--- src/rtl/regfile_tagged.sv ---
// Tagged register file for a dynamic-pipeline core: NRD bypassing read ports,
// a per-register busy/tag scoreboard, tag-qualified CDB writeback, flush and a busy counter.
module regfile_tagged #(
    parameter int DATA_W = 32,
    parameter int ADDR_W = 5,
    parameter int TAG_W  = 4,
    parameter int NRD    = 2
) (
    input  logic                  clk,
    input  logic                  rst,
    input  logic [NRD-1:0]        rena,
    input  logic [NRD*ADDR_W-1:0] raddr,
    output logic [NRD*DATA_W-1:0] rdata,
    output logic [NRD-1:0]        rbusy,
    output logic [NRD*TAG_W-1:0]  rtag,
    input  logic                  alloc_valid,
    input  logic [ADDR_W-1:0]     alloc_addr,
    input  logic [TAG_W-1:0]      alloc_tag,
    input  logic                  wb_valid,
    input  logic [ADDR_W-1:0]     wb_addr,
    input  logic [TAG_W-1:0]      wb_tag,
    input  logic [DATA_W-1:0]     wb_data,
    input  logic                  flush,
    input  logic [ADDR_W-1:0]     dbg_addr,
    output logic [DATA_W-1:0]     dbg_data,
    output logic [ADDR_W:0]       busy_cnt
);

    localparam int NREGS = 2 ** ADDR_W;

    logic [DATA_W-1:0] data_q [NREGS];
    logic [DATA_W-1:0] data_d [NREGS];
    logic [TAG_W-1:0]  tag_q  [NREGS];
    logic [TAG_W-1:0]  tag_d  [NREGS];
    logic [NREGS-1:0]  busy_q;
    logic [NREGS-1:0]  busy_d;
    logic [ADDR_W:0]   busy_cnt_q;
    logic [ADDR_W:0]   busy_cnt_d;

    logic              wb_hit_s;
    logic              alloc_hit_s;
    logic [NREGS-1:0]  wb_sel_s;
    logic [NREGS-1:0]  al_sel_s;
    logic [ADDR_W-1:0] raddr_s [NRD];

    function automatic logic [ADDR_W:0] popcount(input logic [NREGS-1:0] v);
        logic [ADDR_W:0] cnt;
        cnt = {(ADDR_W+1){1'b0}};
        for (int i = 0; i < NREGS; i++) begin
            cnt = cnt + {{ADDR_W{1'b0}}, v[i]};
        end
        return cnt;
    endfunction

    // Writeback qualifies only against the pre-edge scoreboard entry; r0 is never a target.
    always_comb begin
        wb_hit_s    = wb_valid && (wb_addr != {ADDR_W{1'b0}}) &&
                      busy_q[wb_addr] && (tag_q[wb_addr] == wb_tag);
        alloc_hit_s = alloc_valid && (alloc_addr != {ADDR_W{1'b0}}) && !flush;
    end

    // Next-state scoreboard: writeback commits data, flush clears busy, alloc wins over both.
    always_comb begin
        busy_d   = busy_q;
        wb_sel_s = {NREGS{1'b0}};
        al_sel_s = {NREGS{1'b0}};
        for (int i = 0; i < NREGS; i++) begin
            wb_sel_s[i] = wb_hit_s && (wb_addr == ADDR_W'(i));
            al_sel_s[i] = alloc_hit_s && (alloc_addr == ADDR_W'(i));
            data_d[i]   = wb_sel_s[i] ? wb_data : data_q[i];
            tag_d[i]    = al_sel_s[i] ? alloc_tag : tag_q[i];
            busy_d[i]   = al_sel_s[i] | (busy_q[i] & ~wb_sel_s[i] & ~flush);
        end
        busy_cnt_d = popcount(busy_d);
    end

    // State registers with asynchronous active-low clear.
    always_ff @(posedge clk or negedge rst) begin
        if (!rst) begin
            for (int i = 0; i < NREGS; i++) begin
                data_q[i] <= {DATA_W{1'b0}};
                tag_q[i]  <= {TAG_W{1'b0}};
            end
            busy_q     <= {NREGS{1'b0}};
            busy_cnt_q <= {(ADDR_W+1){1'b0}};
        end else begin
            for (int i = 0; i < NREGS; i++) begin
                data_q[i] <= data_d[i];
                tag_q[i]  <= tag_d[i];
            end
            busy_q     <= busy_d;
            busy_cnt_q <= busy_cnt_d;
        end
    end

    // Unpack the read address bus.
    always_comb begin
        for (int k = 0; k < NRD; k++) begin
            raddr_s[k] = raddr[k*ADDR_W +: ADDR_W];
        end
    end

    // Read ports: same-cycle qualifying writeback bypasses; a same-cycle alloc stays invisible.
    always_comb begin
        rdata = {(NRD*DATA_W){1'b0}};
        rbusy = {NRD{1'b0}};
        rtag  = {(NRD*TAG_W){1'b0}};
        for (int k = 0; k < NRD; k++) begin
            if (rst && rena[k] && (raddr_s[k] != {ADDR_W{1'b0}})) begin
                if (wb_hit_s && (wb_addr == raddr_s[k])) begin
                    rdata[k*DATA_W +: DATA_W] = wb_data;
                    rbusy[k]                  = 1'b0;
                    rtag[k*TAG_W +: TAG_W]    = {TAG_W{1'b0}};
                end else if (busy_q[raddr_s[k]]) begin
                    rdata[k*DATA_W +: DATA_W] = data_q[raddr_s[k]];
                    rbusy[k]                  = 1'b1;
                    rtag[k*TAG_W +: TAG_W]    = tag_q[raddr_s[k]];
                end else begin
                    rdata[k*DATA_W +: DATA_W] = data_q[raddr_s[k]];
                    rbusy[k]                  = 1'b0;
                    rtag[k*TAG_W +: TAG_W]    = {TAG_W{1'b0}};
                end
            end else begin
                rdata[k*DATA_W +: DATA_W] = {DATA_W{1'b0}};
                rbusy[k]                  = 1'b0;
                rtag[k*TAG_W +: TAG_W]    = {TAG_W{1'b0}};
            end
        end
    end

    // Debug port shows raw storage only; held at zero during reset.
    always_comb begin
        if (rst) begin
            dbg_data = data_q[dbg_addr];
        end else begin
            dbg_data = {DATA_W{1'b0}};
        end
    end

    assign busy_cnt = busy_cnt_q;

endmodule

--- config.mk ---
export PLATFORM = sky130hd
export DESIGN_NAME = regfile_tagged
export DESIGN_NICKNAME = d
export VERILOG_FILES = /design/src/rtl/regfile_tagged.sv
export SDC_FILE = /design/constraint.sdc
export NUM_CORES = 2
export LEC_CHECK = 0
export CAP_MARGIN = 40
export CORE_MARGIN = 2
export CORE_UTILIZATION = 35
export CTS_CLUSTER_DIAMETER = 30
export CTS_CLUSTER_SIZE = 8
export DETAILED_ROUTE_END_ITERATION = 8
export SYNTH_ARGS = -nofsm -noshare
export SYNTH_HDL_FRONTEND = slang
export SYNTH_SLANG_ARGS = --single-unit
--- constraint.sdc ---
create_clock -name clk -period 11.2 [get_ports clk]
set_input_delay 1.12 -clock clk [delete_from_list [all_inputs] [get_ports clk]]
set_output_delay 1.12 -clock clk [all_outputs]
set_load 0.03 [all_outputs]
== Yosys cells after proc, flatten, opt, wreduce, memory -nomap -nowiden ==
Cells that the tools add are included.

* Register bits: 1190
* Bits of input ports: 72
* Output and inout bits: 112
* Word-level logic and storage cells: 425

* Add/sub/neg operators: 31
* Order comparisons: 7
* Equality and inequality tests: 65
* Muxes and demuxes: 41
* Bitwise operators: 133
* Reductions and logical operators: 82

{| class="wikitable"
|+ Operator list
! kind !! number
|-
| 32-bit binary-select mux with 5-bit select || 3
|-
| 32-bit two-way mux || 11
|-
| 5-bit equality test (second input constant) || 32
|-
| 6-bit by 1-bit adder with 6-bit output || 26
|-
| 5-bit by 4-bit equality test with 1-bit output (second input constant) || 16
|-
| 1-bit logical AND || 75
|-
| 1-bit bitwise AND || 64
|-
| 4-bit binary-select mux with 5-bit select || 3
|-
| 4-bit two-way mux || 12
|-
| 5-bit by 3-bit equality test with 1-bit output (second input constant) || 8
|-
| 1-bit NOT || 33
|-
| 1-bit OR || 32
|-
| 6-bit >= comparator (second input constant) || 4
|-
| 5-bit NOT with 6-bit output || 4
|-
| 5-bit by 2-bit equality test with 1-bit output (second input constant) || 4
|-
| 5-bit nonzero test || 4
|-
| 5-bit by 6-bit less-than comparator with 1-bit output (second input constant) || 3
|-
| 1-bit binary-select mux with 5-bit select || 3
|-
| 5-bit by 1-bit equality test with 1-bit output (second input constant) || 2
|-
| 5-bit equality test || 2
|-
| 5-bit zero test || 2
|-
| 1-bit two-way mux || 9
|-
| 5-bit by 1-bit adder with 6-bit output || 1
|-
| 4-bit by 1-bit adder with 5-bit output || 1
|-
| 5 further kinds || 5
|}

== Logic depth before layout (Yosys ltp) ==
* Depth after elaboration: 42
* Depth in mapped cells: 32
* Gate-level depth less buffers: 26

== Least setup slack after synthesis ==
No wires, ideal clock.

* Path type: in2reg
* Start point: in wb_addr[1]
* End point: reg busy_cnt_q[4] (netlist: busy_cnt[4])
* Library setup time: 123 ps
* Arrival time: 7803 ps
* Data required time: 11077 ps
* Slack: 3275 ps
* Stages: 29
* Buffers on the path: 4
* Cells stage by stage: buf_4 mux4_2 a22o_1 a211oi_1 nor3_1 nor4b_4 nand4_2 buf_6 buf_6 nor3_4 buf_4 o21ai_0 fa_1 inv_1 fa_1 inv_1 fa_1 fa_1 fa_1 inv_1 fa_1 inv_1 ha_1 inv_1 fa_1 inv_1 a21o_1 a21oi_1 xnor2_1

* Elaborated cells on any way between the ends: 234
* Those cells by class: add/sub: 31; eq/ne: 32; mux: 5; bitwise: 129; reduce/logical: 37

{| class="wikitable"
|+ RTL lines
! element !! RTL line !! text
|-
| start: declaration || 20 || <nowiki>input logic [ADDR_W-1:0] wb_addr,</nowiki>
|-
| 5-bit NOT with 6-bit output (implied by the code) || 58 || <nowiki>busy_q[wb_addr] && (tag_q[wb_addr] == wb_tag);</nowiki>
|-
| 4-bit binary-select mux with 5-bit select || 58 ||
|-
| 4-bit two-way mux (implied by the code) (2 in a row) || 58 ||
|-
| 4-bit equality test || 58 ||
|-
| 1-bit logical AND || 58 ||
|-
| 1-bit logical AND (*) || 68 || <nowiki>wb_sel_s[i] = wb_hit_s && (wb_addr == ADDR_W'(i));</nowiki>
|-
| 1-bit NOT (*) || 72 || <nowiki>busy_d[i] = al_sel_s[i] | (busy_q[i] & ~wb_sel_s[i] & ~flush);</nowiki>
|-
| 1-bit bitwise AND (*) (2 in a row) || 72 ||
|-
| 1-bit OR (*) || 72 ||
|-
| named net busy_d[17] || 36 || <nowiki>logic [NREGS-1:0] busy_d;</nowiki>
|-
| 6-bit by 1-bit adder with 6-bit output (*) (15 in a row) || 50 || <nowiki>cnt = cnt + {{ADDR_W{1'b0}}, v[i]};</nowiki>
|-
| named net busy_cnt_d[4] || 38 || <nowiki>logic [ADDR_W:0] busy_cnt_d;</nowiki>
|-
| end signal: assignment || 85 || <nowiki>busy_cnt_q <= {(ADDR_W+1){1'b0}};</nowiki>
|-
| end signal: assignment || 92 || <nowiki>busy_cnt_q <= busy_cnt_d;</nowiki>
|-
| end: declaration || 37 || <nowiki>logic [ADDR_W:0] busy_cnt_q;</nowiki>
|}

The timed path passes the listed nets; every way through them passes the cells marked *. The select of a mux whose other input is x is not followed.
A chain may end at the register's enable or synchronous reset.

== Final worst setup path ==
* Start point: in wb_addr[0]
* End point: reg busy_cnt_q[4] (netlist: busy_cnt[4])

* Elaborated cells on any way between the ends: 234
* Those cells by class: add/sub: 31; eq/ne: 32; mux: 5; bitwise: 129; reduce/logical: 37

{| class="wikitable"
|+ RTL lines
! element !! RTL line
|-
| 5-bit NOT with 6-bit output (implied by the code) || 58
|-
| 4-bit binary-select mux with 5-bit select || 58
|-
| 4-bit two-way mux (implied by the code) (2 in a row) || 58
|-
| 4-bit equality test || 58
|-
| 1-bit logical AND || 58
|-
| 1-bit logical AND (*) || 68
|-
| 1-bit NOT (*) || 72
|-
| 1-bit bitwise AND (*) (2 in a row) || 72
|-
| 1-bit OR (*) || 72
|-
| named net busy_d[9] || 36
|-
| 6-bit by 1-bit adder with 6-bit output (*) (23 in a row) || 50
|-
| named net busy_cnt_d[4] || 38
|}

Marks and branches as above.

==> flow_metrics.py <==
metrics = {
    "clock_network": {
        "clock_tree.buffer_depth": 4,
        "tritoncts": "done",
        "cts.root.buffer_cell": "sky130_fd_sc_hd__clkbuf_16",
        "numCtsBuffers": 316,
        "tritoncts_sink_count": 1190,
        "clkSlewWorstSetupHoldPaths_ns": 0.04,
        "post_cts_hold_buffer_count": 0,
        "cts_setup_buffers": 0,
        "ctsResizeCount": 0,
        "htree_levels": 5,
        "worstSkewPairLatency_ns": 0.90,
    },
    "setup_path": {
        "critPathArrivalTime_ns": 9.09,
        "r2r-start": "tag_q[96]",
        "worstPathMaxFanout": 23,
        "worstSetupEndpointType": "flip-flop",
        "timing.critical_path.slowest_cell_delay_ns": 0.56,
        "crit-reg2reg-capture": "busy_cnt[4]",
        "r2r_setup_slack_ns": 3.51,
        "slowest_stage": "sky130_fd_sc_hd__fa_1",
        "startpoint_kind_of_the_worst_setup_timing_path": "input pin",
        "required_ns": 11.96,
        "setup.worst_path.start": "wb_addr[0]",
        "worst_r2r_path_depth": 27,
        "worstSetupPathType": "in -> reg",
        "crit_path_frequent_cell": "sky130_fd_sc_hd__fa_1",
        "setup.worst_path.end": "busy_cnt[4]",
    },
    "worst_hold_path": {
        "timing.hold.worst.class": "in -> async",
    },
    "yosys": {
        "synth-async-reset-ratio_pct": 100.0,
        "distinct_cell_type_count_of_the_synthesized_netlist": 61,
        "netlist_instances": 4614,
        "yosysSeqAreaShare_pct": 40.01,
        "synth-edff-count": 0,
        "synth_area_per_cell_sq_um": 16.13,
        "flop_and_latch_count_out_of_synthesis": 1190,
        "synthesis.area_sq_um": 74430,
        "mappedNetlistNets": 4717,
        "synthesis.yosys.warnings": 0,
        "synth-main-ff-cell": "sky130_fd_sc_hd__dfrtp_1",
    },
    "global_routing": {
        "global_route.usage.total_pct": 23.84,
        "grt_antenna_before_repair": 18,
        "grt_first_pass_wirelength_mm": 375.0,
        "via_count_of_the_first_global_routing_pass": 51420,
        "pin_count_of_the_biggest_net_entering_global_routing": 133,
        "globalRoute.totalOverflow": 0,
    },
    "route": {
        "detail_route.vias_per_cell": 6.212,
        "wire_per_inst_um": 32.92,
        "routed-via-count": 48440,
        "drtIter0Drc": 4723,
        "finalWirelength_mm": 256.7,
        "drt.antenna.violating_nets": 0,
        "iteration_count_of_the_initial_detailed_routing_pass": 7,
        "drc_errors": 0,
    },
    "die": {
        "core.rowCount": 169,
        "die_height_um": 465.2,
        "design.portCount": 184,
        "die_width_um": 465.2,
        "floorplan.initialDensity_pct": 35.16,
        "coreArea_sq_um": 211700,
        "design.die.area_sq_um": 216400,
    },
    "sta": {
        "timing.fmax_ghz": 0.1201,
        "tightestPinTransition_ns": 1.036,
        "finalCriticalPeriod_ns": 8.327,
        "timing_max_transition_violations_final": 0,
        "setup_violations": 0,
        "timing.final.crit_share_pct": 74.34,
        "fin_setup_tns_ns": 0,
        "worst_clock_skew_ns": 0.09120,
        "rsz0062_at_grt": "no",
        "timing.final.hold_violations": 0,
        "max_slew_margin_pct": 30.91,
    },
    "finish": {
        "highest_count_cells_in_the_layout_ignoring_fill_and_taps": "sky130_fd_sc_hd__dfrtp_1 (1,190), sky130_fd_sc_hd__mux2_2 (1,091), sky130_fd_sc_hd__mux4_2 (1,080)",
        "utilization_pct": 42.98,
        "post-route-cell-area_sq_um": 90980,
        "number_of_fill_cells_in_the_layout": 18500,
        "fraction_of_layout_instances_using_a_drive_strength_above_1_pct": 58.99,
        "areaGrowthSynthToFinish_pct": 22.24,
        "final_common_cell": "sky130_fd_sc_hd__dfrtp_1",
        "final_nets": 4843,
    },
    "placed_design": {
        "place_area_sq_um": 79930,
        "portBuffers": 183,
        "post-dp-hpwl_mm": 152.4,
        "globalplace.congestion": 0.8496,
    },
    "job": {
        "drv.max_cap_violation_count": 0,
    },
    "outcome": {
        "outcome": "finished, final reports clean",
    },
    "power": {
        "total_leakage_power_uw": 0.03969,
        "power.total_uw": 15190,
        "cellPowerDensity_nw_per_um2": 167.0,
        "ir_drop_uv": 167.7,
    },
}
## state kept, by name (all words and copies together) (netlist names)
name      cells
tag_q       128
data_q     1024
busy_cnt      6
busy_q       32
## cell type report
class	instances	area [sq um]	area share (%)
Antenna cell	6	15.01	0.01650
Clock buffer	406	8872	9.752
Clock inverter	142	2166	2.380
Inverter	38	142.6	0.1568
Multi-Input combinational cell	2831	42250	46.43
Sequential cell	1190	29780	32.73
Tap cell	2821	3530	3.879
Timing Repair Buffer	363	4233	4.652
## critical path: cells and delay by family
family / cells / cell delay (ns)
mux: 1 / 0.54
xor+xnor: 1 / 0.12
fa+ha+maj: 8 / 3.60
simple gates: 4 / 0.67
buf+inv: 10 / 1.83
compound gates: 5 / 1.15
## per-layer routing
layer	part of all wire, %	routed length (um)	track usage, %	up-vias
met5	0.038	98	0	-
met4	5.2	13280	11.36	18
met3	8.3	21240	5.707	663
met2	48	122700	38.10	2387
met1	39	99370	30.57	26410
li1	-	-	-	18960
## report_power, final
| group | internal (uW) | switching, uW | total (uW) |
|---|---|---|---|
| registers | 4440 | 147 | 4590 |
| clock network | 6680 | 2740 | 9420 |
| logic | 534 | 646 | 1180 |
## through the flow
| stage | cells | setup WS (ns) | hold WS [ns] |
|---|---|---|---|
| floorplan | 4614 | 3.275 | 0.4580 |
| global placement | 7184 | 1.547 | 0.3923 |
| detailed placement | 7243 | 2.036 | 0.4027 |
| CTS | 7791 | 2.933 | 0.08946 |
| global route | 7794 | 2.474 | 0.1060 |
| finish | 7797 | 2.873 | 0.1202 |
## worst min path at each step
stage / end / slack [ns] / depth (start not counted)
after floorplan: data_q[1000] / 0.46 / 1
after global placement: data_q[999] / 0.39 / 0
after detailed placement: data_q[1008] / 0.40 / 0
after CTS: tag_q[85] / 0.09 / 1
after global routing: tag_q[85] / 0.11 / 1
final: tag_q[82] / 0.12 / 1
## cells by family (layout without fill, tap and decap cells)
group / Yosys count / in the layout / synth area share, %
AO/OA/AOI/OAI: 213 / 213 / 2.121
XOR/XNOR: 15 / 15 / 0.1765
adder cells (fa/ha/maj): 31 / 31 / 0.7632
buffers and inverters: 593 / 949 / 3.493
other: 0 / 6 / 0
AND/OR/NAND/NOR: 224 / 224 / 1.824
multiplexers: 2348 / 2348 / 51.61
flip-flops: 1190 / 1190 / 40.01
## synth_stat cells, types with 8 or more instances
cell type,instances,share of area (%)
sky130_fd_sc_hd__buf_1,102,0.51
sky130_fd_sc_hd__buf_2,23,0.15
sky130_fd_sc_hd__buf_4,84,0.85
sky130_fd_sc_hd__clkbuf_1,342,1.7
sky130_fd_sc_hd__dfrtp_1,1190,40
sky130_fd_sc_hd__fa_1,24,0.65
sky130_fd_sc_hd__inv_1,38,0.19
sky130_fd_sc_hd__mux2_1,29,0.44
sky130_fd_sc_hd__mux2_2,1091,17
sky130_fd_sc_hd__mux2i_1,148,2.0
sky130_fd_sc_hd__mux4_2,1080,33
sky130_fd_sc_hd__nand2_1,57,0.29
sky130_fd_sc_hd__nand2b_1,11,0.092
sky130_fd_sc_hd__nand3_1,15,0.10
sky130_fd_sc_hd__nor2_1,31,0.16
sky130_fd_sc_hd__nor2b_1,46,0.39
sky130_fd_sc_hd__nor3_1,11,0.074
sky130_fd_sc_hd__nor3_2,19,0.26
sky130_fd_sc_hd__nor3_4,10,0.22
sky130_fd_sc_hd__o211a_1,64,0.86
sky130_fd_sc_hd__o21a_1,8,0.081
sky130_fd_sc_hd__o21ai_0,81,0.54
sky130_fd_sc_hd__o22a_1,8,0.094
sky130_fd_sc_hd__o22ai_1,8,0.067
sky130_fd_sc_hd__xnor2_1,9,0.11
Note: power is estimated with default switching activity, not from simulation.
